==> src/rtl/timer_pkg.sv <==
// Shared types and constants for the MM:SS BCD countdown timer.
// Holds the state encoding, digit limits and count field positions.
package timer_pkg;

  typedef enum logic [1:0] {
    IDLE    = 2'd0,
    RUN     = 2'd1,
    PAUSE   = 2'd2,
    EXPIRED = 2'd3
  } state_t;

  localparam int DIGIT_W  = 4;
  localparam int TENS_MAX = 5;
  localparam int ONES_MAX = 9;

  localparam int SEC_O_LSB = 0;
  localparam int SEC_T_LSB = 4;
  localparam int MIN_O_LSB = 8;
  localparam int MIN_T_LSB = 12;

  function automatic logic [DIGIT_W-1:0] clamp_digit(
    input logic [DIGIT_W-1:0] d,
    input int                 mx
  );
    return (int'(d) > mx) ? DIGIT_W'(mx) : d;
  endfunction

endpackage

==> src/rtl/countdown_timer_bcd_if.sv <==
// Control/status bundle between the timer and its controller.
// The controller owns the pulses and preset; the timer owns the status.
interface countdown_timer_bcd_if;
  import timer_pkg::*;

  logic                 tick;
  logic                 load_p;
  logic                 start_p;
  logic                 stop_p;
  logic                 clear_p;
  logic [4*DIGIT_W-1:0] preset;
  logic [4*DIGIT_W-1:0] count;
  logic                 running;
  logic                 done_p;
  logic                 alarm;

  modport master (
    output tick, load_p, start_p, stop_p, clear_p, preset,
    input  count, running, done_p, alarm
  );

  modport slave (
    input  tick, load_p, start_p, stop_p, clear_p, preset,
    output count, running, done_p, alarm
  );

endinterface

==> src/rtl/mod_n_down_digit.sv <==
// One BCD digit counting down from MAX to 0 with wrap and borrow out.
// Load has priority over the decrement enable.
module mod_n_down_digit #(
  parameter int MAX     = 9,
  parameter int DIGIT_W = 4
) (
  input  logic               clk,
  input  logic               rst_n,
  input  logic               en,
  input  logic               load,
  input  logic [DIGIT_W-1:0] load_val,
  output logic [DIGIT_W-1:0] q,
  output logic               borrow
);

  assign borrow = en & (q == '0);

  always_ff @(posedge clk or negedge rst_n) begin
    if (!rst_n) begin
      q <= '0;
    end else if (load) begin
      q <= load_val;
    end else if (en) begin
      q <= (q == '0) ? DIGIT_W'(MAX) : q - DIGIT_W'(1);
    end
  end

endmodule

==> src/rtl/countdown_timer_bcd.sv <==
// MM:SS BCD countdown timer: control FSM, preset clamp, borrow chain,
// expiry detection and the done pulse / alarm level.
module countdown_timer_bcd
  import timer_pkg::*;
(
  input logic                 clk,
  input logic                 rst_n,
  countdown_timer_bcd_if.slave bus
);

  state_t state, nxt;

  logic [4*DIGIT_W-1:0] cnt;
  logic [4*DIGIT_W-1:0] pre_c;
  logic [4*DIGIT_W-1:0] ld_val;
  logic dec, ld, expire, just_exp;
  logic done_q, alarm_q;
  logic e1, e2, e3, b0, b1, b2, unused_borrow;

  assign pre_c[MIN_T_LSB +: DIGIT_W] =
    clamp_digit(bus.preset[MIN_T_LSB +: DIGIT_W], TENS_MAX);
  assign pre_c[MIN_O_LSB +: DIGIT_W] =
    clamp_digit(bus.preset[MIN_O_LSB +: DIGIT_W], ONES_MAX);
  assign pre_c[SEC_T_LSB +: DIGIT_W] =
    clamp_digit(bus.preset[SEC_T_LSB +: DIGIT_W], TENS_MAX);
  assign pre_c[SEC_O_LSB +: DIGIT_W] =
    clamp_digit(bus.preset[SEC_O_LSB +: DIGIT_W], ONES_MAX);

  // stop and clear both beat a same-cycle tick
  assign dec = bus.tick & (state == RUN)
             & ~bus.clear_p & ~bus.stop_p;
  assign ld     = bus.clear_p | (bus.load_p & (state != RUN));
  assign ld_val = bus.clear_p ? '0 : pre_c;
  assign expire = dec & (cnt == 16'h0001);

  assign e1 = b0;
  assign e2 = b1;
  assign e3 = b2;

  mod_n_down_digit #(.MAX(ONES_MAX), .DIGIT_W(DIGIT_W)) u_sec_o (
    .clk, .rst_n, .en(dec), .load(ld),
    .load_val(ld_val[SEC_O_LSB +: DIGIT_W]),
    .q(cnt[SEC_O_LSB +: DIGIT_W]), .borrow(b0)
  );

  mod_n_down_digit #(.MAX(TENS_MAX), .DIGIT_W(DIGIT_W)) u_sec_t (
    .clk, .rst_n, .en(e1), .load(ld),
    .load_val(ld_val[SEC_T_LSB +: DIGIT_W]),
    .q(cnt[SEC_T_LSB +: DIGIT_W]), .borrow(b1)
  );

  mod_n_down_digit #(.MAX(ONES_MAX), .DIGIT_W(DIGIT_W)) u_min_o (
    .clk, .rst_n, .en(e2), .load(ld),
    .load_val(ld_val[MIN_O_LSB +: DIGIT_W]),
    .q(cnt[MIN_O_LSB +: DIGIT_W]), .borrow(b2)
  );

  mod_n_down_digit #(.MAX(TENS_MAX), .DIGIT_W(DIGIT_W)) u_min_t (
    .clk, .rst_n, .en(e3), .load(ld),
    .load_val(ld_val[MIN_T_LSB +: DIGIT_W]),
    .q(cnt[MIN_T_LSB +: DIGIT_W]), .borrow(unused_borrow)
  );

  always_comb begin
    nxt = state;
    if (bus.clear_p) begin
      nxt = IDLE;
    end else if (bus.load_p && state != RUN) begin
      nxt = IDLE;
    end else if (bus.stop_p && state == RUN) begin
      nxt = PAUSE;
    end else if (bus.start_p && (state == IDLE || state == PAUSE)
                 && cnt != '0) begin
      nxt = RUN;
    end else if (expire) begin
      nxt = EXPIRED;
    end
  end

  always_ff @(posedge clk or negedge rst_n) begin
    if (!rst_n) begin
      state    <= IDLE;
      just_exp <= 1'b0;
      done_q   <= 1'b0;
      alarm_q  <= 1'b0;
    end else begin
      state    <= nxt;
      just_exp <= expire;
      done_q   <= just_exp & ~ld;
      alarm_q  <= ld ? 1'b0 : (alarm_q | just_exp);
    end
  end

  assign bus.count   = cnt;
  assign bus.running = (state == RUN);
  assign bus.done_p  = done_q;
  assign bus.alarm   = alarm_q;

endmodule

==> src/flat_wrapper.sv <==
// flat-port wrapper written by rule: the top's interface ports become plain ports
module countdown_timer_bcd_flat import timer_pkg::*;
  (clk, rst_n, bus_tick, bus_load_p, bus_start_p, bus_stop_p, bus_clear_p, bus_preset, bus_count, bus_running, bus_done_p, bus_alarm);
  countdown_timer_bcd_if bus_i ();
  input logic clk;
  input logic rst_n;
  input wire logic [$bits(bus_i.tick)-1:0] bus_tick;
  input wire logic [$bits(bus_i.load_p)-1:0] bus_load_p;
  input wire logic [$bits(bus_i.start_p)-1:0] bus_start_p;
  input wire logic [$bits(bus_i.stop_p)-1:0] bus_stop_p;
  input wire logic [$bits(bus_i.clear_p)-1:0] bus_clear_p;
  input wire logic [$bits(bus_i.preset)-1:0] bus_preset;
  output wire logic [$bits(bus_i.count)-1:0] bus_count;
  output wire logic [$bits(bus_i.running)-1:0] bus_running;
  output wire logic [$bits(bus_i.done_p)-1:0] bus_done_p;
  output wire logic [$bits(bus_i.alarm)-1:0] bus_alarm;
  assign bus_i.tick = bus_tick;
  assign bus_i.load_p = bus_load_p;
  assign bus_i.start_p = bus_start_p;
  assign bus_i.stop_p = bus_stop_p;
  assign bus_i.clear_p = bus_clear_p;
  assign bus_i.preset = bus_preset;
  assign bus_count = bus_i.count;
  assign bus_running = bus_i.running;
  assign bus_done_p = bus_i.done_p;
  assign bus_alarm = bus_i.alarm;
  countdown_timer_bcd u_core (.clk(clk), .rst_n(rst_n), .bus(bus_i));
endmodule
==> config.mk <==
export PLATFORM = sky130hd
export DESIGN_NAME = countdown_timer_bcd_flat
export DESIGN_NICKNAME = d
export VERILOG_FILES = /design/src/rtl/timer_pkg.sv /design/src/rtl/countdown_timer_bcd_if.sv /design/src/rtl/mod_n_down_digit.sv /design/src/rtl/countdown_timer_bcd.sv /design/src/flat_wrapper.sv
export SDC_FILE = /design/constraint.sdc
export NUM_CORES = 1
export LEC_CHECK = 0
export CORE_UTILIZATION = 48
export DETAILED_ROUTE_END_ITERATION = 10
export GPL_TIMING_DRIVEN = 0
export PLACE_DENSITY = 0.93
export SKIP_CTS_REPAIR_TIMING = 1
export SLEW_MARGIN = 5
export SYNTH_ARGS = -nofsm -noshare
export SYNTH_HDL_FRONTEND = slang
export SYNTH_HIERARCHICAL = 1
export SYNTH_SLANG_ARGS = --single-unit
==> constraint.sdc <==
create_clock -name clk -period 9.8 [get_ports clk]
set_input_delay 1.47 -clock clk [delete_from_list [all_inputs] [get_ports clk]]
set_output_delay 1.47 -clock clk [all_outputs]
set_load 0.02 [all_outputs]
# Yosys cells after proc, flatten, opt, wreduce, memory -nomap -nowiden

Cells that the tools add are included.

Bits in registers: 21
Input port bits: 23
Output and inout bits: 19
Word-level logic and storage cells: 73

Add/subtract/negate cells: 4
Order comparisons: 4
Equal/unequal tests: 4
Mux-type cells: 23
Bitwise operators: 14
Reduce and logical (&&, ||, !) cells: 16

Operator list:

| operator            | count |
|---|---|
| $mux 4              | 16 |
| $eq 16x1->1 const B | 1 |
| $logic_not 4->1     | 4 |
| $mux 16             | 1 |
| $reduce_bool 16->1  | 1 |
| $sub 4x1->4 const B | 4 |
| $mux 2              | 5 |
| $and 1x1->1         | 9 |
| $gt 4x3->1 const B  | 2 |
| $gt 4x4->1 const B  | 2 |
| $reduce_bool 2->1   | 4 |
| $reduce_bool 5->1   | 1 |
| $logic_and 1x1->1   | 4 |
| $not 1->1           | 3 |
| $eq 2x1->1 const B  | 1 |
| $eq 2x2->1 const B  | 1 |
| $logic_not 2->1     | 1 |
| $ne 2x1->1 const B  | 1 |
| $or 1x1->1          | 2 |
| $logic_or 1x1->1    | 1 |
| $mux 1              | 1 |

# Logic depth before layout (Yosys ltp)

Depth after elaboration: 10
Mapped depth: 12
Depth with buffers taken out: 12

# By module

The synthesis kept the hierarchy.

Modules (own cells, without submodules):

| module                                 | instances | cells each | area an instance (um^2) | sequential area each (um^2) |
|---|---|---|---|---|
| mod_n_down_digit at u_core.u_min_o ... | 2         | 22         | 231.5                   | 100.1 |
| mod_n_down_digit at u_core.u_min_t ... | 2         | 21         | 201.4                   | 100.1 |
| countdown_timer_bcd                    | 1         | 51         | 387.9                   | 125.1 |

# Worst setup path before layout

No wires, ideal clock.

Kind: input to register
From: input bus_clear_p
To: register u_core.u_min_t.q[3]
Setup time: 148 ps
Data arrival time: 4,037 ps
Slack: 5,616 ps
Stages on the path: 11
Path buffers: 0
Path through: nor2_1 and3_1 nor4b_4 nor2b_1 or4b_1 nor2_1 nor4b_4 nor2b_1 or4b_1 nand2_1 o21ai_1

Cells in the longest elaborated chain, start to end: 7

RTL lines:

| item                        | line                      | source |
|---|---|---|
| start, declared             | flat_wrapper.sv:11        | `input wire logic [$bits(bus_i.clear_p)-1:0] bus_clear_p;` |
| $not 1->1                   | countdown_timer_bcd.sv:31 | `& ~bus.clear_p & ~bus.stop_p;` |
| $and 1x1->1 (2 in a row)    | countdown_timer_bcd.sv:31 |  |
| named net u_core.dec        | countdown_timer_bcd.sv:16 | `logic dec, ld, expire, just_exp;` |
| $and 1x1->1                 | mod_n_down_digit.sv:16    | `assign borrow = en & (q == '0);` |
| named net u_core.b0         | countdown_timer_bcd.sv:18 | `logic e1, e2, e3, b0, b1, b2, unused_borrow;` |
| $and 1x1->1                 | mod_n_down_digit.sv:16    |  |
| named net u_core.b1         | countdown_timer_bcd.sv:18 |  |
| $and 1x1->1                 | mod_n_down_digit.sv:16    |  |
| named net u_core.b2         | countdown_timer_bcd.sv:18 |  |
| $reduce_bool 2->1 (no line) | n/a                       |  |
| end signal, assigned        | mod_n_down_digit.sv:22    | `q <= load_val;` |
| end signal, assigned        | mod_n_down_digit.sv:24    | `q <= (q == '0) ? DIGIT_W'(MAX) : q - DIGIT_W'(1);` |
| end, declared               | mod_n_down_digit.sv:12    | `output logic [DIGIT_W-1:0] q,` |

The timed path passes the listed nets, and every way through them passes these cells.
A chain may end at the register's enable or synchronous reset.

# Worst setup path after layout

Ends and elaborated chain as after synthesis.

==> flow_summary.ini <==
[die]
ios = 42
dieHeight_um = 53.03
start_util = 0.5045
rows = 18
die_area_mm2 = 0.002812
die-width_um = 53.03
coreArea_mm2 = 0.002477

[routing]
avgViaCountPerCell = 5.604
wl_per_cell_um = 15.33
drc = 0
drtPass1Iterations = 5
wl_um = 3249
drt_iter0_drc = 16
via_count = 1188
ant_nets = 0

[timing]
drv_slew = 0
worst_pin_slew_ns = 0.9116
tns_ns = 0
setup_viol = 0
finalCriticalPeriod_ns = 4.907
hold_viol = 0
fmax_mhz = 203.8
skew_ns = 0.008748
hold_ws_ns = 0.5180
post-route-period-util = 0.5007
relSlewSlack = 0.3903
rsz0062_at_grt = no

[clocking]
root_buffer = clkbuf_4
cts_buffer_depth = 2
clk_latency_ns = 0.33
clkTransAtPathRegs_ns = 0.12
cts_buffers = 3
htreeDepth = 1
clock_sink_count = 21
tritoncts = done

[logic_synthesis]
post_synth.cell_area_avg_um2 = 9.191
syn_area_mm2 = 0.001250
ys.warnings.count = 6
syn_inst = 136

[grt]
grt_pass1_wl_um = 5250
grt_max_degree = 35
grt_use_total = 0.2672
antenna_found_initial = 0
grt_pass1_vias = 1221
grt-ovfl-total = 0

[layout]
mostFrequentLayoutCell = clkdlybuf4s50_1
diodes = 0
drive_gt1_frac = 0.06593
fill_cells = 200
final_cell_mix = 41 x clkdlybuf4s50_1, 21 x dfrtp_1, 14 x nand2_1
syn2layout_area_growth_pct = 38.34
fin_nets = 206

[placed_design]
io_buffers = 41
dp.final_hpwl_um = 2418
gp_congestion = 0.7403

[critical_path]
r2r-start = u_core/state[1]
crit_chain = clkdlybuf4s50_1, nor2_1, and3_1, nor4b_4, nor2b_1, or4b_1, nor2_1, nor4b_4, nor2b_1, or4b_1, nand2_1, o21ai_1
cp-startpoint = bus_clear_p
arrival_ns = 5.09
slowest_delay_ns = 0.59
crit_slowest_cell = clkdlybuf4s50_1
end_kind = flop
crit_path_start_kind = primary input
worstSetupPathType = in2reg
critPathRequiredTime_ns = 9.99
path_max_fanout = 7
regToRegSetupSlack_ns = 6.18

[power]
irDropWorstVdd_mv = 0.1079
cellLeakagePower_nw = 0.6714
powerDensity_mw_per_mm2 = 118.5
p_total_mw = 0.2049

[min_path]
hold_path_class = reg2reg
min_from = u_core/just_exp

[run_status]
status = complete, no violations

[run]
cap_violations = 0
critical path: cells and delay by family:
family | cells | cell delay [ns]
simple gates | 10 | 2.97
buf+inv | 1 | 0.59
compound gates | 1 | 0.05
state kept, by name, summed over array words and instances, names as in the netlist:
signal and count:
u_core/u_min_o/q 4, u_core/u_min_t/q 4, u_core/u_sec_o/q 4, u_core/u_sec_t/q 4, u_core/state 2, u_core/bus.alarm 1, u_core/bus.done_p 1, u_core/just_exp 1
layer usage:
| metal | track usage | share of wire | routed length, µm |
|---|---|---|---|
| met4 | 0.1842 | 0.044 | 142 |
| met1 | 0.2922 | 0.39 | 1269 |
| met2 | 0.4515 | 0.52 | 1692 |
| met5 | 0 | 0 | 0 |
| met3 | 0.06322 | 0.044 | 144 |
per-stage QoR:
stage            util  instances  setup slack (ns)  area (µm²)
6_report       0.6980        212             4.893        1729
5_1_grt        0.6980        212             4.668        1729
4_1_cts        0.6980        212             4.931        1729
3_5_place_dp   0.6869        208             4.590        1702
3_3_place_gp   0.6869        208             4.730        1702
2_1_floorplan       -        137             5.648        1254
area by class of cell:
| cell class | instances | area [µm²] | area share |
|---|---|---|---|
| sequential | 21 | 525.5 | 0.3039 |
| inverter | 5 | 18.77 | 0.01085 |
| timing repair buffer | 41 | 410.4 | 0.2373 |
| clock inverter | 1 | 5.005 | 0.002894 |
| buffer | 1 | 3.754 | 0.002171 |
| clock buffer | 3 | 22.52 | 0.01302 |
| tap | 30 | 37.54 | 0.02171 |
| multi-input combinational | 110 | 705.7 | 0.4081 |
power breakdown:
group | switching (mW) | internal [mW] | leakage, nW
sequential | 0.0119 | 0.0929 | 0.272
clock | 0.0295 | 0.0153 | 0.0177
combinational | 0.0267 | 0.0285 | 0.382
worst paths after layout:
path	end	depth (start not counted)
min reg2reg	u_core/bus.done_p	1
min	u_core/bus.done_p	1
max in group asynchronous	u_core/u_min_t/q[0]	1
max	u_core/u_min_t/q[3]	12
min in group asynchronous	u_core/u_sec_t/q[3]	1
max reg2reg	u_core/u_min_t/q[3]	12
Note: power is estimated with default switching activity, not from simulation.
